**src/rtl/riscv_pkg.sv**
```systemverilog
// Shared RISC-V definitions for the front end and control path.
//   ILEN            : instruction width in bits
//   NOP_INSTR       : canonical NOP (addi x0, x0, 0)
//   OPC_*           : major opcodes shared with control_unit
//   fetch_state_t   : instruction_fetch FSM states
package riscv_pkg;

  localparam int unsigned ILEN = 32;

  localparam logic [31:0] NOP_INSTR = 32'h0000_0013;

  localparam logic [6:0] OPC_LOAD   = 7'b000_0011;
  localparam logic [6:0] OPC_STORE  = 7'b010_0011;
  localparam logic [6:0] OPC_OP     = 7'b011_0011;
  localparam logic [6:0] OPC_OP_IMM = 7'b001_0011;

  // Byte step between sequential instructions.
  localparam int unsigned INSTR_BYTES = 4;

  typedef enum logic [1:0] {
    FS_IDLE    = 2'd0,
    FS_FETCH   = 2'd1,
    FS_HOLD    = 2'd2,
    FS_DISCARD = 2'd3
  } fetch_state_t;

endpackage

```
**src/rtl/instruction_fetch_pc_register.sv**
```systemverilog
// Program counter register.
//   clk, rst_n : clock, asynchronous active-low reset (pc <= RESET_PC)
//   load       : load load_pc (takes priority over incr)
//   load_pc    : value to load
//   incr       : advance pc by one instruction (wraps modulo 2^WORDSIZE)
//   pc         : current program counter
module pc_register
  import riscv_pkg::*;
#(
  parameter int unsigned           WORDSIZE = 64,
  parameter logic [WORDSIZE-1:0]   RESET_PC = '0
) (
  input  logic                clk,
  input  logic                rst_n,
  input  logic                load,
  input  logic [WORDSIZE-1:0] load_pc,
  input  logic                incr,
  output logic [WORDSIZE-1:0] pc
);

  logic [WORDSIZE-1:0] pc_q;
  logic [WORDSIZE-1:0] pc_d;

  always_comb begin
    pc_d = pc_q;
    if (load) begin
      pc_d = load_pc;
    end else if (incr) begin
      pc_d = pc_q + WORDSIZE'(INSTR_BYTES);
    end
  end

  always_ff @(posedge clk or negedge rst_n) begin
    if (!rst_n) begin
      pc_q <= RESET_PC;
    end else begin
      pc_q <= pc_d;
    end
  end

  assign pc = pc_q;

endmodule

```
**src/rtl/instruction_fetch.sv**
```systemverilog
// Instruction fetch stage: owns the PC, fetches instructions over a req/ack
// memory handshake and presents one held instruction to decode via valid/ready.
// A redirect squashes both the in-flight fetch and the held instruction.
//   clk, rst_n   : clock, asynchronous active-low reset
//   imem_req     : fetch request (FETCH or DISCARD)
//   imem_addr    : fetch address, stable while imem_req is high
//   imem_ack     : memory completes the request, imem_rdata valid
//   imem_rdata   : fetched instruction word
//   redirect_en  : load redirect_pc (low 2 bits cleared), squash pending work
//   redirect_pc  : redirect target
//   instr_valid  : held instruction valid
//   instr_ready  : consumer accepts the held instruction
//   instruction  : held instruction word
//   instr_pc     : address the held instruction came from
module instruction_fetch
  import riscv_pkg::*;
#(
  parameter int unsigned         WORDSIZE         = 64,
  parameter int unsigned         INSTRUCTION_SIZE = 32,
  parameter logic [WORDSIZE-1:0] RESET_PC         = '0
) (
  input  logic                        clk,
  input  logic                        rst_n,
  output logic                        imem_req,
  output logic [WORDSIZE-1:0]         imem_addr,
  input  logic                        imem_ack,
  input  logic [INSTRUCTION_SIZE-1:0] imem_rdata,
  input  logic                        redirect_en,
  input  logic [WORDSIZE-1:0]         redirect_pc,
  output logic                        instr_valid,
  input  logic                        instr_ready,
  output logic [INSTRUCTION_SIZE-1:0] instruction,
  output logic [WORDSIZE-1:0]         instr_pc
);

  localparam logic [INSTRUCTION_SIZE-1:0] RESET_INSTR = INSTRUCTION_SIZE'(NOP_INSTR);

  fetch_state_t state_q, state_d;

  logic                        valid_q, valid_d;
  logic [INSTRUCTION_SIZE-1:0] instr_q, instr_d;
  logic [WORDSIZE-1:0]         ipc_q, ipc_d;
  logic [WORDSIZE-1:0]         stale_q, stale_d;

  logic                        pc_load;
  logic                        pc_incr;
  logic [WORDSIZE-1:0]         pc;
  logic [WORDSIZE-1:0]         redirect_target;

  // Misaligned targets are silently aligned down; no trap is raised here.
  assign redirect_target = redirect_pc & ~WORDSIZE'(3);

  pc_register #(
    .WORDSIZE (WORDSIZE),
    .RESET_PC (RESET_PC)
  ) u_pc_register (
    .clk     (clk),
    .rst_n   (rst_n),
    .load    (pc_load),
    .load_pc (redirect_target),
    .incr    (pc_incr),
    .pc      (pc)
  );

  always_comb begin
    state_d = state_q;
    valid_d = valid_q;
    instr_d = instr_q;
    ipc_d   = ipc_q;
    stale_d = stale_q;
    pc_load = 1'b0;
    pc_incr = 1'b0;

    unique case (state_q)
      FS_IDLE: begin
        pc_load = redirect_en;
        state_d = FS_FETCH;
      end

      FS_FETCH: begin
        if (redirect_en) begin
          pc_load = 1'b1;
          if (imem_ack) begin
            state_d = FS_FETCH;
          end else begin
            // Memory still owes an ack for the old address; keep that request
            // open on the old address and throw its data away.
            stale_d = pc;
            state_d = FS_DISCARD;
          end
        end else if (imem_ack) begin
          instr_d = imem_rdata;
          ipc_d   = pc;
          valid_d = 1'b1;
          pc_incr = 1'b1;
          state_d = FS_HOLD;
        end
      end

      FS_HOLD: begin
        if (redirect_en) begin
          valid_d = 1'b0;
          pc_load = 1'b1;
          state_d = FS_FETCH;
        end else if (instr_ready) begin
          valid_d = 1'b0;
          state_d = FS_FETCH;
        end
      end

      FS_DISCARD: begin
        // A redirect here only retargets the pc; the stale request must
        // still complete before a new one can be issued.
        pc_load = redirect_en;
        if (imem_ack) begin
          state_d = FS_FETCH;
        end
      end

      default: begin
        state_d = FS_IDLE;
      end
    endcase
  end

  always_ff @(posedge clk or negedge rst_n) begin
    if (!rst_n) begin
      state_q <= FS_IDLE;
      valid_q <= 1'b0;
      instr_q <= RESET_INSTR;
      ipc_q   <= RESET_PC;
      stale_q <= RESET_PC;
    end else begin
      state_q <= state_d;
      valid_q <= valid_d;
      instr_q <= instr_d;
      ipc_q   <= ipc_d;
      stale_q <= stale_d;
    end
  end

  assign imem_req    = (state_q == FS_FETCH) || (state_q == FS_DISCARD);
  assign imem_addr   = (state_q == FS_DISCARD) ? stale_q : pc;
  assign instr_valid = valid_q;
  assign instruction = instr_q;
  assign instr_pc    = ipc_q;

endmodule

```
**config.mk**
```make
export PLATFORM = sky130hd
export DESIGN_NAME = instruction_fetch
export DESIGN_NICKNAME = d
export VERILOG_FILES = /design/src/rtl/riscv_pkg.sv /design/src/rtl/instruction_fetch_pc_register.sv /design/src/rtl/instruction_fetch.sv
export SDC_FILE = /design/constraint.sdc
export NUM_CORES = 1
export LEC_CHECK = 0
export BUFFER_PORTS_ARGS = -buffer_cell sky130_fd_sc_hd__buf_2
export CORE_MARGIN = 4
export CORE_UTILIZATION = 39
export DETAILED_ROUTE_END_ITERATION = 8
export PLACE_DENSITY = 0.61
export SLEW_MARGIN = 20
export SYNTH_ARGS = -nofsm -noshare
export SYNTH_HDL_FRONTEND = slang
export SYNTH_SLANG_ARGS = --single-unit
```
**constraint.sdc**
```tcl
create_clock -name clk -period 2.5 [get_ports clk]
set_clock_uncertainty 0.15 [all_clocks]
set_input_delay 0 -clock clk [delete_from_list [all_inputs] [get_ports clk]]
set_output_delay 0 -clock clk [all_outputs]
set_load 0.02 [all_outputs]
```
==> results.sh <==
export IMPL_status="finished clean"
export IMPL_fillers=2249
export IMPL_fin_area_sq_um=14700
export IMPL_drv_cap=0
export IMPL_die_w_um=172
export IMPL_ios=263
export IMPL_synth_top_family_by_area="multiplexers"
export IMPL_grt_pass1_vias=8705
export IMPL_grt_max_degree=97
export IMPL_rsz0062_at_grt="true"
export IMPL_syn_inst=894
export IMPL_critPathKind="flip-flop to flip-flop"
export IMPL_avgSynthCellArea_sq_um=11.7
export IMPL_peakVddDrop_v=0.000503
export IMPL_synth_distinct_cells=44
export IMPL_synth_compound_area_share_pct=4.57
export IMPL_dpl_cell_area_sq_um=12700
export IMPL_grt_util_all_layers_pct=20.0
export IMPL_place_ws_ns=-0.112
export IMPL_crit_required_ns=2.80
export IMPL_routedLengthMet1_mm=13.7
export IMPL_max_freq_mhz=408
export IMPL_rows=59
export IMPL_core_sq_um=26300
export IMPL_h_tree_depth=1
export IMPL_synthMuxAreaShare_pct=23.6
export IMPL_fin_crit_ns=2.45
export IMPL_hold_viol=0
export IMPL_ys_flop_type="dfrtp_1"
export IMPL_via_per_inst=5.06
export IMPL_critPathCaptureType="flip-flop"
export IMPL_via_count=8401
export IMPL_drt_initial_drc_count=359
export IMPL_ys_ff_latch=221
export IMPL_clk_pin_slew_ns=0.06
export IMPL_dr_wl_met3_mm=1.76
export IMPL_fin_ws_ns=0.0469
export IMPL_maxSlewViolCount=0
export IMPL_setup_violations=0
export IMPL_p_leak_nw=6.49
export IMPL_clockBufferDepth=3
export IMPL_startpoint_type="flip-flop"
export IMPL_clock_latency_ns=0.53
export IMPL_initial_utilization_pct=39.9
export IMPL_finalWeightedCongestion=0.815
export IMPL_area_delta_synth_final_pct=40.2
export IMPL_worst_slew_pin_slew_ns=0.863
export IMPL_die_area_sq_um=29600
export IMPL_die_h_um=172
export IMPL_drc_errors=0
export IMPL_worst_path_max_fanout=8
export IMPL_diodes=0
export IMPL_wl_met2_mm=14.4
export IMPL_yosys_area_share_simple_pct=11.6
export IMPL_grt_pass1_wl_mm=47.5
export IMPL_cts_sinks=221
export IMPL_finalCritPeriodShare_pct=98.1
export IMPL_netlist_area_sq_um=10500
export IMPL_antenna_found_initial=1
export IMPL_hold_class="input port to flip-flop"
export IMPL_nets=1408
export IMPL_numCtsBuffers=26
export IMPL_total_power_mw=12.5
export IMPL_cp_arrival_ns=2.75
export IMPL_whs_ns=0.0705
export IMPL_synthArstFlopShare_pct=100
export IMPL_dr_max_layer_used="met5"
export IMPL_grt_overflow=0
export IMPL_slew_headroom_pct=42.5
export IMPL_utilization_pct=55.9
export IMPL_dp_hpwl_mm=21.3
export IMPL_yosysWarnings=0
export IMPL_cts_root_buf="clkbuf_16"
export IMPL_synthAdderAreaFrac_pct=0.119
export IMPL_drive_gt1_share_pct=48.5
export IMPL_routedWlPerCell_um=18.4
export IMPL_synth_enable_flop_cells=0
export IMPL_seq_area_frac_synth_pct=52.8
export IMPL_ant_nets=0
export IMPL_synth_xor_area_share_pct=3.59
export IMPL_cts_tree="yes"
export IMPL_dr_pass1_iters=4
export IMPL_port_buffers=256
export IMPL_routed_wl_mm=30.5
export IMPL_powerDensity_nw_per_um2=850
[through the flow]
stage	instances	setup TNS [ns]
2_1_floorplan	897	-0.243
3_3_place_gp	1503	-0.120
3_5_place_dp	1503	-0.518
4_1_cts	1656	0
5_1_grt	1661	-0.103
6_report	1661	0
[sequential cells by signal (all words and copies together) (netlist names)]
| name | flops |
|---|---|
| instr_pc | 62 |
| instr_valid | 1 |
| state_q | 2 |
| instruction | 32 |
| stale_q | 62 |
| u_pc_register.pc | 62 |
[repair_timing]
action / 4_1_cts / 5_1_grt
hold buffers: 103 / 0
buffers inserted: 2 / 5
setup endpoints to repair: 10 / 16
gates resized for setup: 6 / 12
pin swaps: 0 / 11
endpoints found under the hold margin: 381 / 0
[cell families (layout without fill, tap and decap cells)]
| logic type | count (synthesis) | count (layout) |
|---|---|---|
| xor gates and xnor gates | 43 | 43 |
| other | 1 | 4 |
| and+or+nand+nor | 230 | 230 |
| adders and majority gates | 1 | 1 |
| DFF | 221 | 221 |
| muxes | 220 | 220 |
| AOI/OAI and AO/OA | 85 | 85 |
| buffers and inverters | 93 | 522 |
[synthesized netlist by cell type (3+ instances only)]
master / n / area (sq um)
o31a_1: 3 / 26.3
nand2b_1: 3 / 18.8
nand3_1: 24 / 120
dfrtp_1: 218 / 5460
a21oi_1: 3 / 15.0
nor2_1: 26 / 97.6
nand4_1: 18 / 113
a31oi_1: 14 / 87.6
clkbuf_1: 59 / 221
nor4b_1: 3 / 26.3
o21ai_0: 56 / 280
mux2_2: 219 / 2470
nand2_1: 73 / 274
nand4b_1: 3 / 26.3
dfstp_2: 3 / 78.8
xor2_1: 6 / 52.6
clkbuf_2: 5 / 25.0
xnor2_1: 37 / 324
nor3_1: 13 / 65.1
or4_1: 18 / 135
and3_1: 5 / 31.3
and4_1: 5 / 43.8
or3_1: 10 / 62.6
o31ai_1: 5 / 37.5
buf_2: 11 / 55.1
nor4_1: 21 / 131
buf_4: 4 / 30.0
inv_1: 13 / 48.8
[cell type report]
type	instances	area, sq um	share of cell area, %
timing repair buffer	461	3190	21.7
inverter	13	48.8	0.332
clock buffer	41	798	5.43
sequential	221	5530	37.7
clock inverter	7	37.5	0.255
multi-input combinational	583	4670	31.7
tap	335	419	2.85
[cells in the final DEF, fill, tap and decap left out, drive strengths merged, types with 6 or more instances in the layout]
cell and count:
dlygate4sd3 103, and3 6, buf 358, clkbuf 41
nor3 13, dfrtp 218, mux2 219, xor2 6
nand3 25, inv 13, clkinv 6, nor4 21
or3 10, xnor2 37, or4 18, o21ai 56
nor2 26, a31oi 14, nand2 73, nand4 19
[routing by layer]
layer	vias up	GRT usage, %
met3	50	3.64
met1	4091	27.3
met2	234	33.3
li1	4024	-
met4	2	5.19
met5	-	0
[critical path, stage by stage, from the launching register on]
cell	delay [ns]
dfrtp_1	0.37
nand3_2	0.11
or4_4	0.59
or4_4	0.58
or4_1	0.41
a31oi_1	0.16
[worst paths after layout]
kind | startpoint | to | slack (ns) | cells past startpoint
hold reg to reg | instruction[22] | instruction[22] | 0.35 | 1
max in group asynchronous | rst_n | instruction[4] | 0.91 | 4
hold / removal | redirect_pc[11] | u_pc_register.pc[11] | 0.07 | 4
min in group asynchronous | rst_n | instr_pc[55] | 0.42 | 3
setup reg to reg | u_pc_register.pc[26] | u_pc_register.pc[57] | 0.05 | 5
setup / recovery | u_pc_register.pc[26] | u_pc_register.pc[57] | 0.05 | 5
[where the power goes]
group	switching [mW]	leakage, nW	internal [mW]
sequential	0.489	2.63	4.49
clock	1.48	0.415	2.18
combinational	2.08	3.44	1.78
total	4.06	6.49	8.44
(Power assumes the default switching activity.)
